### config.mk
export PLATFORM = sky130hd
export DESIGN_NAME = cp0_exception_sequencer
export DESIGN_NICKNAME = d
export VERILOG_FILES = /design/src/rtl/cp0_pkg.sv /design/src/rtl/cp0_exception_sequencer.sv
export SDC_FILE = /design/constraint.sdc
export NUM_CORES = 1
export LEC_CHECK = 0
export CAP_MARGIN = 20
export CORE_MARGIN = 3
export CORE_UTILIZATION = 30
export DETAILED_ROUTE_END_ITERATION = 12
export SYNTH_ARGS = -nofsm -noshare
export SYNTH_HDL_FRONTEND = slang
export SYNTH_SLANG_ARGS = --single-unit
### constraint.sdc
create_clock -name clk -period 2.6 [get_ports clk]
set_clock_uncertainty 0.15 [all_clocks]
set_input_delay 0.52 -clock clk [delete_from_list [all_inputs] [get_ports clk]]
set_output_delay 0.52 -clock clk [all_outputs]
set_load 0.05 [all_outputs]
### src/rtl/cp0_pkg.sv
// Shared CP0 encodings: exception-sequencer states, exccode values and default vectors.
package cp0_pkg;

    typedef enum logic [2:0] {
        S_IDLE,
        S_DRAIN,
        S_ENTER,
        S_REDIRECT,
        S_ERET_RET,
        S_HOLD
    } seq_state_t;

    localparam logic [4:0]  EXC_INT        = 5'd0;
    localparam logic [31:0] DEF_EXC_VECTOR = 32'h8000_0180;
    localparam logic [31:0] DEF_INT_VECTOR = 32'h8000_0200;

endpackage

### src/rtl/cp0_exception_sequencer.sv
// Sequences exception entry / ERET around CP0: drains in-flight memory ops,
// pulses activeexception/eret, and drives stall, flush and the PC redirect.
module cp0_exception_sequencer
    import cp0_pkg::*;
#(
    parameter logic [31:0] EXC_VECTOR = DEF_EXC_VECTOR,
    parameter logic [31:0] INT_VECTOR = DEF_INT_VECTOR,
    parameter int          DRAIN_MAX  = 8,
    parameter int          CNT_W      = 16
) (
    input  logic             clk,
    input  logic             reset,
    input  logic             pendingexception,
    input  logic [4:0]       exccode,
    input  logic             iv,
    input  logic             mem_busy,
    input  logic             eret_req,
    input  logic [31:0]      epc,
    output logic             activeexception,
    output logic             eret,
    output logic             stall,
    output logic             flush,
    output logic             pc_redirect,
    output logic [31:0]      pc_target,
    output logic             drain_timeout,
    output logic [CNT_W-1:0] exc_count
);

    localparam int          DCW        = (DRAIN_MAX > 1) ? $clog2(DRAIN_MAX) : 1;
    localparam logic [DCW-1:0] DRAIN_LAST = DCW'(DRAIN_MAX - 1);

    seq_state_t        r_state;
    logic [DCW-1:0]    r_drain_cnt;
    logic [31:0]       r_vec;
    logic [31:0]       r_pc_target;
    logic              r_act, r_eret, r_stall, r_flush, r_redir, r_timeout;
    logic [CNT_W-1:0]  r_exc_count;

    seq_state_t        w_nxt;
    logic              w_timeout_hit;

    always_comb begin
        w_nxt         = r_state;
        w_timeout_hit = 1'b0;
        case (r_state)
            S_IDLE: begin
                if (pendingexception) w_nxt = mem_busy ? S_DRAIN : S_ENTER;
                else if (eret_req)    w_nxt = S_ERET_RET;
            end
            S_DRAIN: begin
                // A withdrawn interrupt abandons the entry entirely.
                if (!pendingexception)              w_nxt = S_IDLE;
                else if (!mem_busy)                 w_nxt = S_ENTER;
                else if (r_drain_cnt == DRAIN_LAST) begin
                    w_nxt         = S_ENTER;
                    w_timeout_hit = 1'b1;
                end
            end
            S_ENTER:    w_nxt = S_REDIRECT;
            S_REDIRECT: w_nxt = S_HOLD;
            S_ERET_RET: w_nxt = S_HOLD;
            S_HOLD:     w_nxt = S_IDLE;
            default:    w_nxt = S_IDLE;
        endcase
    end

    // Outputs are registered from the state being entered, so they are a
    // pure function of the registered state during each cycle.
    always_ff @(posedge clk) begin
        if (reset) begin
            r_state     <= S_IDLE;
            r_drain_cnt <= '0;
            r_vec       <= '0;
            r_pc_target <= '0;
            r_act       <= 1'b0;
            r_eret      <= 1'b0;
            r_stall     <= 1'b0;
            r_flush     <= 1'b0;
            r_redir     <= 1'b0;
            r_timeout   <= 1'b0;
            r_exc_count <= '0;
        end else begin
            r_state <= w_nxt;
            r_act   <= (w_nxt == S_ENTER);
            r_eret  <= (w_nxt == S_ERET_RET);
            r_stall <= w_nxt inside {S_DRAIN, S_ENTER, S_REDIRECT, S_ERET_RET};
            r_flush <= w_nxt inside {S_ENTER, S_REDIRECT, S_ERET_RET};
            r_redir <= w_nxt inside {S_REDIRECT, S_ERET_RET};

            if (r_state == S_IDLE && pendingexception)
                r_vec <= (exccode == EXC_INT && iv) ? INT_VECTOR : EXC_VECTOR;

            if (w_nxt == S_REDIRECT)
                r_pc_target <= r_vec;
            else if (w_nxt == S_ERET_RET)
                r_pc_target <= epc;

            if (w_nxt == S_ENTER)
                r_exc_count <= r_exc_count + 1'b1;

            if (w_timeout_hit)
                r_timeout <= 1'b1;

            r_drain_cnt <= (r_state == S_DRAIN && w_nxt == S_DRAIN) ? r_drain_cnt + 1'b1 : '0;
        end
    end

    assign activeexception = r_act;
    assign eret            = r_eret;
    assign stall           = r_stall;
    assign flush           = r_flush;
    assign pc_redirect     = r_redir;
    assign pc_target       = r_pc_target;
    assign drain_timeout   = r_timeout;
    assign exc_count       = r_exc_count;

endmodule

Word level (Yosys, flattened, before mapping)

Index checks and enable logic that the tools add are counted.

Memories kept: 0
Bits in registers: 92
Latch bits: 0
Memory bits (writable): 0
ROM bits: 0

Multiply operators: 0
Div/mod/pow operators: 0
Reduce and logical (&&, ||, !) cells: 10
Multiplexer cells: 14
Equal/unequal tests: 9
Add/sub/neg operators: 2
Magnitude comparators: 0
Bitwise operators: 1
Shift-type cells: 0

Operators with widths:

| operator                | number |
|---|---|
| $mux W32                | 2 |
| $add A16 B1 Y16 const B | 1 |
| $mux W3                 | 5 |
| $eq A3 B2 Y1 const B    | 4 |
| $pmux W3 S4             | 1 |
| $mux W10                | 1 |
| $eq A3 B3 Y1 const B    | 3 |
| $eq A3 B1 Y1 const B    | 2 |
| $logic_not A5 Y1        | 1 |
| $mux W1                 | 4 |
| $reduce_bool A4 Y1      | 1 |
| $reduce_or A2 Y1        | 2 |
| $add A3 B1 Y3 const B   | 1 |
| $logic_and A1 B1 Y1     | 3 |
| $logic_not A3 Y1        | 1 |
| $reduce_bool A3 Y1      | 1 |
| $mux W2                 | 1 |
| $reduce_bool A2 Y1      | 1 |
| $not A1 Y1              | 1 |

Depth between registers and ports, before layout

Gate-level depths: netlist of the first run.

Depth after elaboration: 9
Depth in mapped cells: 8
Gate-level depth less buffers: 6

Least setup slack after synthesis of the first run

Ideal clock, no wire load.

Path kind: flip-flop to flip-flop
Start point: register r_exc_count[3], in the netlist exc_count[3]
End point: register r_exc_count[15], in the netlist exc_count[15]
Clock period less this slack: 2.142 ns
Library setup time: 0.070 ns
Buffers on the path: 1
Cell stages (with the launch flop): 6
Arrival: 1.922 ns
Path slack: 0.458 ns
Path through: dfxtp_1 -> and4_1 -> nand4_1 -> buf_2 -> or4_1 -> a21oi_1

Word-level cells in the longest chain between the ends: 1

RTL lines:

| what                   | RTL line                      | source |
|---|---|---|
| from (decl)            | cp0_exception_sequencer.sv:37 | `logic [CNT_W-1:0] r_exc_count;` |
| from (signal assigned) | cp0_exception_sequencer.sv:99 | `r_exc_count <= r_exc_count + 1'b1;` |
| $add A16 B1 Y16        | cp0_exception_sequencer.sv:99 |  |

No other way between the ends.
A chain may end at the register's enable or synchronous reset.

Worst setup path after layout of the first run

Start point: register r_exc_count[0], in the netlist exc_count[0]
End point: output port exc_count[0]

RTL lines:

| what      | RTL line                      | source |
|---|---|---|
| to (decl) | cp0_exception_sequencer.sv:26 | `output logic [CNT_W-1:0] exc_count` |

No word-level cell between the ends.

==> results.yml, run 1 <==
run_status:
  status: "finished, final reports clean"
yosys:
  synth_edf_count: 0
  yosys.area.top_type: "dfxtp_1"
  synth_cells: 237
  yosys_register_bits: 63
  netlist_area_um2: 2390
  postSynthAreaPerCell_um2: 10.1
  synthTopCellsByArea: "dfxtp_1 53%, a22o_1 9.1%, nand2_1 3.8%, a21oi_1 3.1%, nor2_1 3.0%"
  synth_nets: 283
  synthDistinctLibCells: 42
  synth_commonest_cells: "63 x dfxtp_1, 25 x a22o_1, 24 x nand2_1"
  netlist.area_leader.share_pct: 52.7
  synth_seq_area_share_pct: 52.7
  synth_flop_cell: "dfxtp_1"
  yosysMostFrequentCell: "dfxtp_1"
  synthArstFlopShare_pct: 0
  yosys_warnings: 0
die:
  rows: 31
  die_area_um2: 9090
  ios: 97
  chipHeight_um: 95.3
  coreArea_um2: 7490
  start_util_pct: 32.0
  die-width_um: 95.3
routing:
  drt_iter0_drc: 68
  drc: 0
  via_count: 2116
  ant_nets: 0
  wl_mm: 6.28
  avgViaCountPerCell: 4.81
  drt-pass1-iter-count: 5
  wl_per_cell_um: 14.3
setup_path:
  crit_end: "exc_count[0]"
  crit_fanout: 5
  path_cells: "clkdlybuf4s50_1"
  crit_required_ns: 1.93
  startpoint_type: "flip-flop"
  path_delay_family: "buffers and inverters"
  worstSetupEndpointType: "output pin"
  slowest_delay_ns: 0.86
  r2r_start: "r_state[1]"
  cp_slowest_cell: "clkdlybuf4s50_1"
  reg2reg_to: "pc_target[10]"
  path_class: "flip-flop to output pin"
  arrival_ns: 1.66
  timing.critical_path.buf_inv: 1
  worstSetupPathDepth: 1
  reg2reg_setup_slack_ns: 0.46
  crit_start: "exc_count[0]"
  worst_r2r_path_depth: 5
cells_and_area:
  num-fill-cells: 702
  diodes: 0
  drive_above_1_share_pct: 8.50
  multi_input_area_um2: 1020
  fin_cells: 440
  seq_area_um2: 1260
  areaGrowthSynthToFinish_pct: 51.3
  nets: 382
clocking:
  cts_hold_buf: 0
  clock-sinks: 63
  cts-root-buf: "clkbuf_8"
  cts_resized: 0
  worstSkewPairLatency_ns: 0.32
  htree_levels: 3
  numCtsBuffers: 9
  clk_pin_slew_ns: 0.06
  clock_path_buffers: 2
  cts_tree: "done"
  post-cts-setup-buffers: 0
sta:
  setup_tns_ns: 0
  fmax_mhz: 430
  slew_viol_final: 0
  tightest_slew_ns: 0.542
  hold_violations: 0
  maxSlewHeadroom_pct: 63.8
  setup_viol: 0
  rsz0062_at_grt: "false"
  post-route-period-util_pct: 89.5
  fin_crit_ns: 2.33
global_routing:
  antenna_found_initial: 0
  grt_pass1_wl_mm: 10.0
  grtUsageTotal_pct: 13.9
  grt.overflow.total: 0
  grt_start_max_net_pins: 27
  grt_pass1_vias: 2057
place:
  placed_cells: 424
  port-buffer-count: 96
  gp_congestion: 0.755
  dpl.hpwl_mm: 4.57
flow_run:
  cap_violations: 0
min_path:
  hp-class: "flip-flop to flip-flop"
  worstHoldStart: "r_drain_cnt[0]"
power:
  powerDensity_nw_per_um2: 625
  leakage_nw: 1.33
  vdd_drop_max_v: 0.000299
## kinds of logic after synthesis
| group | share of synthesized area (%) |
|---|---|
| AND/OR/NAND/NOR | 19.2 |
| flip-flops | 52.7 |
| XOR/XNOR | 2.20 |
| adder cells (fa/ha/maj) | 1.57 |
| AO/OA/AOI/OAI | 19.7 |
| buffers and inverters | 4.65 |
## worst min path at each step
stage	end	slack, ns	cells after the start
after global placement	r_drain_cnt[0]	0.26	1
final	r_drain_cnt[0]	0.27	1
after global routing	r_drain_cnt[0]	0.30	1
after floorplan	r_drain_cnt[0]	0.25	1
after detailed placement	r_drain_cnt[0]	0.27	1
after CTS	r_drain_cnt[0]	0.28	1
## cells in the final DEF (no fill, tap or decap), drive strengths merged, types with 4 or more instances in the layout
cell	n
a22o	25
a31oi	4
nand4	5
xor2	5
or4	7
nor2	19
a21oi	15
o31ai	6
clkbuf	11
o21ai	6
nand3	4
dfxtp	63
inv	4
buf	7
clkdlybuf4s50	96
nand2	24
## where the power goes
| group | switching, W | internal, W |
|---|---|---|
| sequential | 0.0000407 | 0.00102 |
| combinational | 0.000270 | 0.000192 |
| clock | 0.000372 | 0.000370 |
## layer usage
metal	GRT usage [%]	up-vias	wire, um
met5	0	-	0
met4	5.77	0	65
met3	2.68	5	262
met2	22.5	42	3110
met1	18.2	1004	2840
li1	-	1065	-
## worst reg2reg max path, delay by kind of cell, from the launching register on
kind | cells | cell delay (ns)
flops | 1 | 0.55
compound gates | 1 | 0.27
simple gates | 3 | 0.85
buf+inv | 1 | 0.22
## sequential cells by signal, indices dropped and copies added (netlist names)
signal and count:
activeexception 1, eret 1, pc_redirect 1, r_vec 3, pc_target 32, drain_timeout 1
flush 1, exc_count 16, r_state 3, stall 1, r_drain_cnt 3
## metrics by stage
step | util (%) | instance area, um2 | hold WS, ns | setup WS [ns] | total power [W]
floorplan | - | 2390 | 0.248 | 0.458 | 0.00136
global placement | 46.0 | 3450 | 0.260 | 0.123 | 0.00154
detailed placement | 46.0 | 3450 | 0.269 | 0.0303 | 0.00155
CTS | 48.4 | 3620 | 0.280 | 0.252 | 0.00230
global route | 48.4 | 3620 | 0.304 | 0.204 | 0.00236
finish | 48.4 | 3620 | 0.273 | 0.273 | 0.00227
## layout make-up
| cell class | count | area share (%) |
|---|---|---|
| clock buffers | 11 | 3.90 |
| clock inverters | 5 | 0.933 |
| inverters | 4 | 0.415 |
| multi-input cells | 155 | 28.2 |
| flip-flops and latches | 63 | 34.8 |
| well taps | 99 | 3.42 |
| repair buffers | 103 | 28.3 |
Power figures use the tool's default switching activity.
==> run 2, diff against run 1 <==
Settings changed: PLACE_DENSITY set to 0.63.
==> run 2 against run 1 <==
  * Cell count down 0.68%
  * Flip-flop and latch count is the same
  * Wire length rose by 1.8%
  * Global-route usage grew 0.36 points
  * Via count shrank 1.2%
  * Register-to-register slack barely moved
  * Worst setup slack better by 0.015 ns
  * Critical endpoint unchanged
  * Highest routed layer unchanged
==> results.yml, run 2 (synthesis results as in run 1) <==
cells_and_area:
  diodes: 0
  drive_above_1_share_pct: 7.99
  nets: 380
  largest_reg_flops: 32
  layout_commonest_cell: "clkdlybuf4s50_1"
  final_cell_mix: "96 x clkdlybuf4s50_1, 63 x dfxtp_1, 25 x a22o_1, 24 x nand2_1, 19 x nor2_1"
  utilization_pct: 48.5
  fin_cells: 437
  num-fill-cells: 718
  areaGrowthSynthToFinish_pct: 51.6
min_path:
  hp-class: "flip-flop to flip-flop"
die:
  ios: 97
  rows: 31
  coreArea_um2: 7490
  die-width_um: 95.3
  chipHeight_um: 95.3
  die_area_um2: 9090
  start_util_pct: 32.0
routing:
  drc: 0
  wl_met1_mm: 2.78
  wl_met2_mm: 3.11
  ant_nets: 0
  via_count: 2090
  highest_layer: "met4"
  wl_per_cell_um: 14.6
  drt_iter0_drc: 106
  wl_mm: 6.39
  wl_met3_um: 332
  drt-pass1-iter-count: 4
  avgViaCountPerCell: 4.78
sta:
  setup_tns_ns: 0
  hold_violations: 0
  whs_ns: 0.278
  post-route-period-util_pct: 88.9
  rsz0062_at_grt: "false"
  slew_viol_final: 0
  tightest_slew_ns: 0.546
  fmax_mhz: 433
  fin_ws_ns: 0.289
  fin_crit_ns: 2.31
  setup_viol: 0
  maxSlewHeadroom_pct: 63.5
clocking:
  numCtsBuffers: 9
  clock-sinks: 63
  cts_hold_buf: 0
  clk_pin_slew_ns: 0.06
  post-cts-setup-buffers: 0
  cts-root-buf: "clkbuf_8"
  clock_path_buffers: 2
  cts_tree: "done"
  worstSkewPairLatency_ns: 0.34
  cts_resized: 0
  htree_levels: 3
run_status:
  status: "finished, final reports clean"
place:
  gp_congestion: 0.775
  port-buffer-count: 96
  place_worst_setup_slack_ns: 0.0900
  dpl.hpwl_mm: 4.61
  placed_cells: 422
power:
  leakage_nw: 1.34
  vdd_drop_max_v: 0.000262
  powerDensity_nw_per_um2: 653
global_routing:
  grt.overflow.total: 0
  grt_pass1_wl_mm: 9.89
  grt_start_max_net_pins: 29
  grtUsageTotal_pct: 14.3
  antenna_found_initial: 0
  grt_pass1_vias: 1933
setup_path:
  arrival_ns: 1.64
  cp_slowest_cell: "clkdlybuf4s50_1"
  crit_fanout: 5
  crit_required_ns: 1.93
  path_delay_family: "buffers and inverters"
  path_class: "flip-flop to output pin"
  path_cells: "clkdlybuf4s50_1"
  slowest_delay_ns: 0.85
  startpoint_type: "flip-flop"
  timing.critical_path.buf_inv: 1
  worstSetupEndpointType: "output pin"
flow_run:
  cap_violations: 0
-- run 2: final timing paths --
kind	start	end	slack, ns	cells after the start
min reg2reg	r_drain_cnt[0]	r_drain_cnt[0]	0.28	1
min	r_drain_cnt[0]	r_drain_cnt[0]	0.28	1
max	exc_count[0]	exc_count[0]	0.29	1
max reg2reg	r_state[1]	pc_target[23]	0.46	5
-- run 2: area by class of cell --
type	instances	area, um2	area share (%)
sequential	63	1260	34.8
multi-input combinational	155	1020	28.1
timing repair buffer	101	1010	27.9
clock buffer	11	151	4.17
tap	99	124	3.41
clock inverter	4	45.0	1.24
inverter	4	15.0	0.414
-- run 2: metal layers --
layer | GRT usage [%] | vias to the layer above
met5 | 0 | -
met4 | 6.97 | 0
met3 | 4.81 | 13
met2 | 21.7 | 43
met1 | 18.1 | 966
li1 | - | 1068
-- run 2: through the flow --
step | cell area (um2) | power (W)
2_1_floorplan | 2390 | 0.00136
3_3_place_gp | 3430 | 0.00154
3_5_place_dp | 3430 | 0.00154
4_1_cts | 3630 | 0.00239
5_1_grt | 3630 | 0.00247
6_report | 3630 | 0.00237
-- run 2: report_power, final --
part	internal, W	switching [W]	leakage [nW]	total (W)
Clock	0.000485	0.000367	0.105	0.000852
Sequential	0.00102	0.0000397	0.512	0.00106
Combinational	0.000189	0.000269	0.718	0.000457
Total	0.00169	0.000675	1.34	0.00237
==> run 3, diff against run 2 <==
Settings changed: SETUP_SLACK_MARGIN set to 0.15, TNS_END_PERCENT set to 20.
==> results of run 3 <==
Final layout, timing and power as in run 2 (identical DEF).
